**config.mk**
```make
export PLATFORM = sky130hd
export DESIGN_NAME = sfx_player_flat
export DESIGN_NICKNAME = d
export VERILOG_FILES = /design/src/rtl/sfx_player_if.sv /design/src/rtl/sfx_player.sv /design/src/flat_wrapper.sv
export SDC_FILE = /design/constraint.sdc
export NUM_CORES = 1
export LEC_CHECK = 0
export ABC_CLOCK_PERIOD_IN_PS = 3790
export CAP_MARGIN = 15
export CORE_MARGIN = 2
export CORE_UTILIZATION = 40
export DETAILED_ROUTE_END_ITERATION = 10
export PLACE_DENSITY = 0.62
export SLEW_MARGIN = 5
export SYNTH_ARGS = -nofsm -noshare
export SYNTH_HDL_FRONTEND = slang
export SYNTH_SLANG_ARGS = --single-unit
```
**constraint.sdc**
```tcl
create_clock -name clk -period 3.79 [get_ports clk]
set_input_delay 0.758 -clock clk [delete_from_list [all_inputs] [get_ports clk]]
set_output_delay 0.758 -clock clk [all_outputs]
set_load 0.05 [all_outputs]
```
**src/rtl/sfx_player_if.sv**
```systemverilog
// Bundle of the sfx_player pins: game-event triggers, volume, sample ROM port and status.
// The controller side uses the slave modport. The game logic and ROM side uses the master modport.
interface sfx_player_if #(
    parameter int SAMPLE_W = 7,
    parameter int ADDR_W   = 8,
    parameter int NUM_SFX  = 4,
    parameter int ID_W     = 2
);

    logic [NUM_SFX-1:0]  trigger;
    logic [1:0]          volume;
    logic [ADDR_W-1:0]   mem_addr;
    logic [SAMPLE_W-1:0] mem_data;
    logic                sound;
    logic                busy;
    logic [ID_W-1:0]     active_id;
    logic                done;

    modport master (
        output trigger,
        output volume,
        output mem_data,
        input  mem_addr,
        input  sound,
        input  busy,
        input  active_id,
        input  done
    );

    modport slave (
        input  trigger,
        input  volume,
        input  mem_data,
        output mem_addr,
        output sound,
        output busy,
        output active_id,
        output done
    );

endinterface

```
**src/rtl/sfx_player.sv**
```systemverilog
// Multi-effect sound player.
// It walks a per-effect window of a shared sample ROM at a fixed sample rate.
// Each effect can optionally repeat a tail loop segment.
// The current sample drives a volume-scaled PWM speaker output.
module sfx_player #(
    parameter int SAMPLE_W = 7,
    parameter int ADDR_W   = 8,
    parameter int NUM_SFX  = 4,
    parameter int ID_W     = 2,
    parameter int RATE_DIV = 9766,
    parameter int RATE_W   = 14,
    parameter logic [NUM_SFX*ADDR_W-1:0] SFX_BASE = '0,
    parameter logic [NUM_SFX*ADDR_W-1:0] SFX_LAST = '0,
    parameter logic [NUM_SFX*ADDR_W-1:0] SFX_LOOP = '0,
    parameter logic [NUM_SFX*8-1:0]      SFX_REP  = '0
) (
    input  logic         clk,
    input  logic         rst,
    sfx_player_if.slave  bus
);

    typedef enum logic [1:0] {
        IDLE = 2'd0,
        PLAY = 2'd1,
        TAIL = 2'd2
    } state_t;

    state_t              state, state_n;
    logic [RATE_W-1:0]   prescaler, prescaler_n;
    logic [ADDR_W-1:0]   offset, offset_n;
    logic [7:0]          reps_left, reps_left_n;
    logic [SAMPLE_W-1:0] duty, duty_n;
    logic [SAMPLE_W-1:0] pwm_cnt;
    logic [ADDR_W-1:0]   mem_addr_q, mem_addr_n;
    logic [ID_W-1:0]     active_id_q, active_id_n;
    logic                done_q, done_n;
    logic                sound_q;

    logic                tick;
    logic                any_trigger;
    logic [ID_W-1:0]     winner;
    logic                accept;

    logic [ADDR_W-1:0]   cur_base, cur_last, cur_loop;
    logic [ADDR_W-1:0]   win_base;
    logic [7:0]          win_rep;

    // Look up an ADDR_W-wide entry of a packed per-effect table.
    // An index beyond NUM_SFX returns zero.
    function automatic logic [ADDR_W-1:0] addr_entry(
        input logic [NUM_SFX*ADDR_W-1:0] tbl,
        input logic [ID_W-1:0]           idx
    );
        logic [ADDR_W-1:0] result;
        result = '0;
        for (int i = 0; i < NUM_SFX; i++) begin
            if (idx == ID_W'(i)) begin
                result = tbl[i*ADDR_W +: ADDR_W];
            end
        end
        return result;
    endfunction

    // Look up an 8-bit repeat count of a packed per-effect table.
    function automatic logic [7:0] rep_entry(
        input logic [NUM_SFX*8-1:0] tbl,
        input logic [ID_W-1:0]      idx
    );
        logic [7:0] result;
        result = '0;
        for (int i = 0; i < NUM_SFX; i++) begin
            if (idx == ID_W'(i)) begin
                result = tbl[i*8 +: 8];
            end
        end
        return result;
    endfunction

    assign tick = (prescaler == RATE_W'(RATE_DIV - 1));

    // Fixed-priority arbiter: the lowest-numbered pending trigger wins.
    always_comb begin
        winner      = '0;
        any_trigger = 1'b0;
        for (int i = NUM_SFX - 1; i >= 0; i--) begin
            if (bus.trigger[i]) begin
                winner      = ID_W'(i);
                any_trigger = 1'b1;
            end
        end
    end

    // An idle player takes any trigger.
    // A playing one restarts only for the same or a higher priority effect.
    assign accept = any_trigger && ((state == IDLE) || (winner <= active_id_q));

    assign cur_base = addr_entry(SFX_BASE, active_id_q);
    assign cur_last = addr_entry(SFX_LAST, active_id_q);
    assign cur_loop = addr_entry(SFX_LOOP, active_id_q);
    assign win_base = addr_entry(SFX_BASE, winner);
    assign win_rep  = rep_entry(SFX_REP, winner);

    // Next-state and datapath decisions.
    // A fresh trigger overrides whatever the sample tick would have done.
    always_comb begin
        state_n     = state;
        prescaler_n = tick ? '0 : prescaler + 1'b1;
        offset_n    = offset;
        reps_left_n = reps_left;
        duty_n      = duty;
        mem_addr_n  = mem_addr_q;
        active_id_n = active_id_q;
        done_n      = 1'b0;

        if (accept) begin
            active_id_n = winner;
            offset_n    = '0;
            mem_addr_n  = win_base;
            reps_left_n = win_rep;
            prescaler_n = '0;
            state_n     = PLAY;
        end else begin
            case (state)
                PLAY: begin
                    if (tick) begin
                        duty_n = bus.mem_data;
                        if (offset < cur_last) begin
                            offset_n = offset + 1'b1;
                        end else if (reps_left != 8'd0) begin
                            offset_n    = cur_loop;
                            reps_left_n = reps_left - 8'd1;
                        end else begin
                            state_n = TAIL;
                        end
                        mem_addr_n = cur_base + offset_n;
                    end
                end
                TAIL: begin
                    if (tick) begin
                        duty_n  = '0;
                        state_n = IDLE;
                        done_n  = 1'b1;
                    end
                end
                default: begin
                end
            endcase
        end
    end

    // Playback state register with synchronous reset.
    always_ff @(posedge clk) begin
        if (rst) begin
            state       <= IDLE;
            prescaler   <= '0;
            offset      <= '0;
            reps_left   <= '0;
            duty        <= '0;
            mem_addr_q  <= '0;
            active_id_q <= '0;
            done_q      <= 1'b0;
        end else begin
            state       <= state_n;
            prescaler   <= prescaler_n;
            offset      <= offset_n;
            reps_left   <= reps_left_n;
            duty        <= duty_n;
            mem_addr_q  <= mem_addr_n;
            active_id_q <= active_id_n;
            done_q      <= done_n;
        end
    end

    // Free-running PWM carrier.
    // The output compares the carrier against the volume-attenuated duty.
    always_ff @(posedge clk) begin
        if (rst) begin
            pwm_cnt <= '0;
            sound_q <= 1'b0;
        end else begin
            pwm_cnt <= pwm_cnt + 1'b1;
            sound_q <= (pwm_cnt < (duty >> bus.volume));
        end
    end

    assign bus.mem_addr  = mem_addr_q;
    assign bus.sound     = sound_q;
    assign bus.busy      = (state != IDLE);
    assign bus.active_id = active_id_q;
    assign bus.done      = done_q;

endmodule

```
**src/flat_wrapper.sv**
```systemverilog
// flat-port wrapper written by rule: the top's interface ports become plain ports
module sfx_player_flat 
#(
    parameter int SAMPLE_W = 7,
    parameter int ADDR_W   = 8,
    parameter int NUM_SFX  = 4,
    parameter int ID_W     = 2,
    parameter int RATE_DIV = 9766,
    parameter int RATE_W   = 14,
    parameter logic [NUM_SFX*ADDR_W-1:0] SFX_BASE = '0,
    parameter logic [NUM_SFX*ADDR_W-1:0] SFX_LAST = '0,
    parameter logic [NUM_SFX*ADDR_W-1:0] SFX_LOOP = '0,
    parameter logic [NUM_SFX*8-1:0]      SFX_REP  = '0
)
  (clk, rst, bus_trigger, bus_volume, bus_mem_data, bus_mem_addr, bus_sound, bus_busy, bus_active_id, bus_done);
  sfx_player_if #(.SAMPLE_W(SAMPLE_W), .ADDR_W(ADDR_W), .NUM_SFX(NUM_SFX), .ID_W(ID_W)) bus_i ();
  input  logic clk;
  input  logic rst;
  input wire logic [$bits(bus_i.trigger)-1:0] bus_trigger;
  input wire logic [$bits(bus_i.volume)-1:0] bus_volume;
  input wire logic [$bits(bus_i.mem_data)-1:0] bus_mem_data;
  output wire logic [$bits(bus_i.mem_addr)-1:0] bus_mem_addr;
  output wire logic [$bits(bus_i.sound)-1:0] bus_sound;
  output wire logic [$bits(bus_i.busy)-1:0] bus_busy;
  output wire logic [$bits(bus_i.active_id)-1:0] bus_active_id;
  output wire logic [$bits(bus_i.done)-1:0] bus_done;
  assign bus_i.trigger = bus_trigger;
  assign bus_i.volume = bus_volume;
  assign bus_i.mem_data = bus_mem_data;
  assign bus_mem_addr = bus_i.mem_addr;
  assign bus_sound = bus_i.sound;
  assign bus_busy = bus_i.busy;
  assign bus_active_id = bus_i.active_id;
  assign bus_done = bus_i.done;
  sfx_player #(.SAMPLE_W(SAMPLE_W), .ADDR_W(ADDR_W), .NUM_SFX(NUM_SFX), .ID_W(ID_W), .RATE_DIV(RATE_DIV), .RATE_W(RATE_W), .SFX_BASE(SFX_BASE), .SFX_LAST(SFX_LAST), .SFX_LOOP(SFX_LOOP), .SFX_REP(SFX_REP)) u_core (.clk(clk), .rst(rst), .bus(bus_i));
endmodule
```
* Word-level counts from Yosys, hierarchy flattened
Index checks and enable logic that the tools add are counted.
Cells by class: $add $sub $neg 4, $mul 0, divide/modulo/power cells 0, $lt $le $gt $ge 3, equality and inequality tests 11, shifts and indexed selects 1, muxes and demuxes 20, bitwise logic cells 3, reduce and logical (&&, ||, !) cells 16
Operators with widths (number):
- 2-bit two-way mux | 8
- 8-bit two-way mux | 2
- 14-bit by 1-bit adder with 14-bit output, second input constant | 1
- 14-bit equality test, second input constant | 1
- 7-bit two-way mux | 2
- 7-bit case mux with 2 select lines | 1
- 5-bit AND reduction | 2
- 8-bit by 1-bit adder with 8-bit output, second input constant | 1
- 8-bit by 1-bit less-than comparator with 1-bit output, second input constant | 1
- 4-bit AND reduction | 2
- 8-bit nonzero test | 1
- 8-bit by 1-bit subtractor with 8-bit output, second input constant | 1
- 7-bit by 1-bit adder with 7-bit output, second input constant | 1
- 7-bit less-than comparator | 1
- 7-bit by 2-bit right shift with 7-bit output | 1
- 1-bit two-way mux | 6
- 3-bit by 1-bit inequality test with 1-bit output, second input constant | 2
- 3-bit by 2-bit inequality test with 1-bit output, second input constant | 2
- 2-bit nonzero test | 3
- 3-bit OR reduction | 2
- 2-bit by 1-bit inequality test with 1-bit output, second input constant | 2
- 2-bit inequality test, second input constant | 2
- 2-bit case mux with 2 select lines | 1
- 1-bit inverter | 3
- 9 further kinds | 9
Storage, ports and cells: register bits after elaboration 50, latch bits 0, RAM bits 0, ROM bits 0, bits of input ports 15, output and inout bits 13, memories 0

* Longest topological paths before layout
depth after elaboration 9, depth in mapped cells 10, depth with buffers taken out 9

* Worst setup path after synthesis
Ideal clock, no wire load.
kind input to register, start point input port bus_volume[1], end point register u_core.sound_q, in the netlist u_core.bus.sound, library setup time 0.081 ns, data arrival time 2.352 ns, slack 1.358 ns, stages on the path 10, path buffers 1, cells stage by stage clkbuf_1 mux2_2 nor2_1 a21oi_1 inv_1 ha_1 a21o_1 a21oi_1 o21ai_0 a41oi_1
Between the ends: word-level cells in the longest chain between the ends 2
RTL lines:
- start, declared | RTL line flat_wrapper.sv:20 | input wire logic [$bits(bus_i.volume)-1:0] bus_volume;
- 7-bit by 2-bit right shift with 7-bit output | RTL line sfx_player.sv:182 | sound_q <= (pwm_cnt < (duty >> bus.volume));
- 7-bit less-than comparator | RTL line sfx_player.sv:182
- end signal, assigned | RTL line sfx_player.sv:182
- end, declared | RTL line sfx_player.sv:37 | logic sound_q;
No other way between the ends. A chain may end at the register's enable or synchronous reset.

* Worst setup path in the final report
start point input port bus_trigger[2], end point register u_core.duty[1]
Between the ends: word-level cells in the longest chain between the ends 8
RTL lines:
- start, declared | RTL line flat_wrapper.sv:19 | input wire logic [$bits(bus_i.trigger)-1:0] bus_trigger;
- 2-bit two-way mux (3 in series) | RTL line sfx_player.sv:86 | if (bus.trigger[i]) begin
- named net u_core.winner[1] | RTL line sfx_player.sv:41 | logic [ID_W-1:0] winner;
- 2-bit less-or-equal comparator | RTL line sfx_player.sv:95 | assign accept = any_trigger && ((state == IDLE) || (winner <= active_id_q));
- 1-bit logical OR | RTL line sfx_player.sv:95
- 1-bit logical AND | RTL line sfx_player.sv:95
- 1-bit inverter (no line)
- 4-bit AND reduction (no line)
- end signal, assigned | RTL line sfx_player.sv:167 | duty <= duty_n;
- end, declared | RTL line sfx_player.sv:32 | logic [SAMPLE_W-1:0] duty, duty_n;
The timed path passes the listed nets, and every way through them passes these cells.

==> results.py <==
metrics = {
    "grt": {
        "gr-total-overflow": 0,
        "antenna_found_initial": 0,
        "grt_usage": 0.144,
        "grt_max_degree": 19,
        "grt_pass1_wl_um": 7450,
        "grt_pass1_vias": 1675,
    },
    "routing": {
        "ant_nets": 0,
        "wl_per_cell_um": 11.8,
        "drtPass1Iterations": 4,
        "viasPerCell": 5.10,
        "drt_iter0_markers": 77,
        "route.detailed.drc": 0,
        "routed_wl_um": 4360,
        "vias": 1883,
    },
    "logic_synthesis": {
        "synth_cells": 274,
        "ys_seq_elements": 42,
        "yosysMostFrequentCell": "dfxtp_1",
        "ys_seq_area_frac": 0.350,
        "yosysWarnings": 0,
        "synthTopCellsByCount": "42 x dfxtp_1, 33 x nor2_1, 19 x nand2_1, 16 x ha_1, 16 x nand3_1",
        "synth-edff-count": 0,
        "yosys.cell_types.count": 54,
        "synthTopCellsByArea": "dfxtp_1 35%, ha_1 8.3%, nor2_1 5.2%",
        "async_flop_share": 0,
        "syn-mean-instance-area_um2": 8.76,
        "synth_top_area_share": 0.350,
        "yosys_most_used_dff": "dfxtp_1",
        "netlist.top_cell.by_area": "dfxtp_1",
        "synth_area_um2": 2400,
    },
    "timing": {
        "skew_ns": 0.00489,
        "worst_pin_slew_ns": 0.682,
        "setup_viol": 0,
        "max-slew-margin-rel": 0.542,
        "hold_viol": 0,
        "fin_crit_sh": 0.744,
        "rsz0062_at_grt": "false",
        "tns_ns": 0,
        "fin_ws_ns": 0.970,
        "drv_slew": 0,
        "fmax_ghz": 0.355,
        "period_needed_ns": 2.82,
        "whs_ns": 0.478,
    },
    "placement": {
        "io_buffers": 19,
        "hpwl_um": 3240,
        "placed_cell_area_um2": 2620,
        "dp.cells": 361,
        "pre_cts_ws_ns": 0.677,
        "place.gp.congestion": 0.760,
    },
    "clock_tree": {
        "cts-root-buf": "clkbuf_8",
        "insertion_delay_ns": 0.29,
        "cts_buffer_depth": 2,
        "numCtsBuffers": 5,
        "clk_pin_slew_ns": 0.08,
        "tritoncts": "done",
        "cts.sinks": 42,
        "post-cts-setup-buffers": 0,
        "cts_resized": 0,
        "htree_levels": 2,
        "hold_buffers": 0,
    },
    "layout": {
        "drive_above_1_share": 0.0782,
        "antennaDiodeCount": 0,
        "syn_to_final_growth_pct": 13.0,
        "final_area_um2": 2710,
        "fillers": 544,
        "finalNetCount": 324,
        "final_cells": 369,
    },
    "run_status": {
        "status": "finished, final reports clean",
    },
    "setup_path": {
        "crit_path_end_kind": "register",
        "arrival_ns": 3.04,
        "worstPathMaxFanout": 7,
        "startpoint_type": "primary input",
        "crit_required_ns": 4.01,
        "critPathKind": "in2reg",
    },
    "die": {
        "pin_count": 28,
        "start_util": 0.410,
        "row_count": 28,
        "die_y_um": 81.5,
        "dieArea_um2": 6640,
        "die_w_um": 81.5,
        "core_area_um2": 5850,
    },
    "power_and_ir_drop": {
        "p_leak_uw": 0.000956,
        "power_density_nw_per_um2": 326,
        "peakVddDrop_uv": 156,
    },
    "worst_hold_path": {
        "worstHoldPathType": "reg2reg",
    },
    "job": {
        "max_cap_viol_count": 0,
    },
}
power breakdown:
group          total, uW  switching, uW  internal, uW
combinational        129           81.3          47.3
clock                301            154           146
sequential           455           6.33           449
worst max-delay path, stage by stage:
cell and delay, ns:
clkdlybuf4s50_1 0.51, nor2_1 0.08, nor3_1 0.20, ha_1 0.29, a21oi_1 0.18, o21ai_0 0.23
a211oi_4 0.54, mux2i_1 0.24
placed cells by master (no fill, tap or decap), drive strengths merged, types with 5 or more instances in the layout:
cell type / instances
a21oi: 13
nor2: 34
mux2i: 10
nand3: 16
xnor2: 14
conb: 8
nand2: 19
dfxtp: 42
nand4: 5
inv: 14
or4: 6
nor2b: 5
ha: 16
o21ai: 11
clkdlybuf4s50: 19
clkbuf: 6
nor3: 8
registers in the layout, summed over array words and instances (netlist names):
register / count
u_core.state: 2
u_core.bus.sound: 1
u_core.duty: 7
u_core.reps_left: 8
u_core.pwm_cnt: 7
u_core.bus.done: 1
u_core.bus.active_id: 2
u_core.prescaler: 14
metrics by stage:
step | utilization | power (uW)
after floorplan | - | 562
after global placement | 0.448 | 592
after detailed placement | 0.448 | 595
after CTS | 0.464 | 898
after global routing | 0.464 | 929
final | 0.464 | 885
metal layers:
metal  vias to the layer above  part of all wire  global-route usage
met5                         -                 0                   0
met1                       868              0.49               0.186
li1                        987                 -                   -
met2                        26              0.47               0.237
met4                         0            0.0062              0.0458
met3                         2             0.035              0.0330
final timing paths:
check             cells past startpoint                      endpoint                           start  slack, ns
setup / recovery                      8   u_core.duty[1]$_SDFFE_PP0P_                  bus_trigger[2]       0.97
setup reg to reg                      5   u_core.duty[1]$_SDFFE_PP0P_  u_core.prescaler[0]$_SDFF_PP0_       1.83
hold reg to reg                       1  u_core.pwm_cnt[0]$_SDFF_PP0_    u_core.pwm_cnt[0]$_SDFF_PP0_       0.48
hold / removal                        1  u_core.pwm_cnt[0]$_SDFF_PP0_    u_core.pwm_cnt[0]$_SDFF_PP0_       0.48
layout make-up:
class                           count  area, um^2  share of cell area
Sequential cell                    42         841               0.310
Inverter                           16        60.1              0.0221
Tap cell                           75        93.8              0.0346
Timing Repair Buffer               21         205              0.0756
Multi-Input combinational cell    207        1420               0.523
Clock buffer                        6        82.6              0.0304
Clock inverter                      2        12.5             0.00461
cell families (layout without fill, tap and decap cells):
logic type	after synthesis	count (layout)	synth area share
AOI/OAI and AO/OA	45	45	0.126
other	1	8	0.00156
adders and majority gates	16	16	0.0834
muxes	12	12	0.0558
DFF	42	42	0.350
and+or+nand+nor	109	109	0.252
buffers and inverters	32	45	0.0698
xor gates and xnor gates	17	17	0.0620
Power figures use the tool's default switching activity.
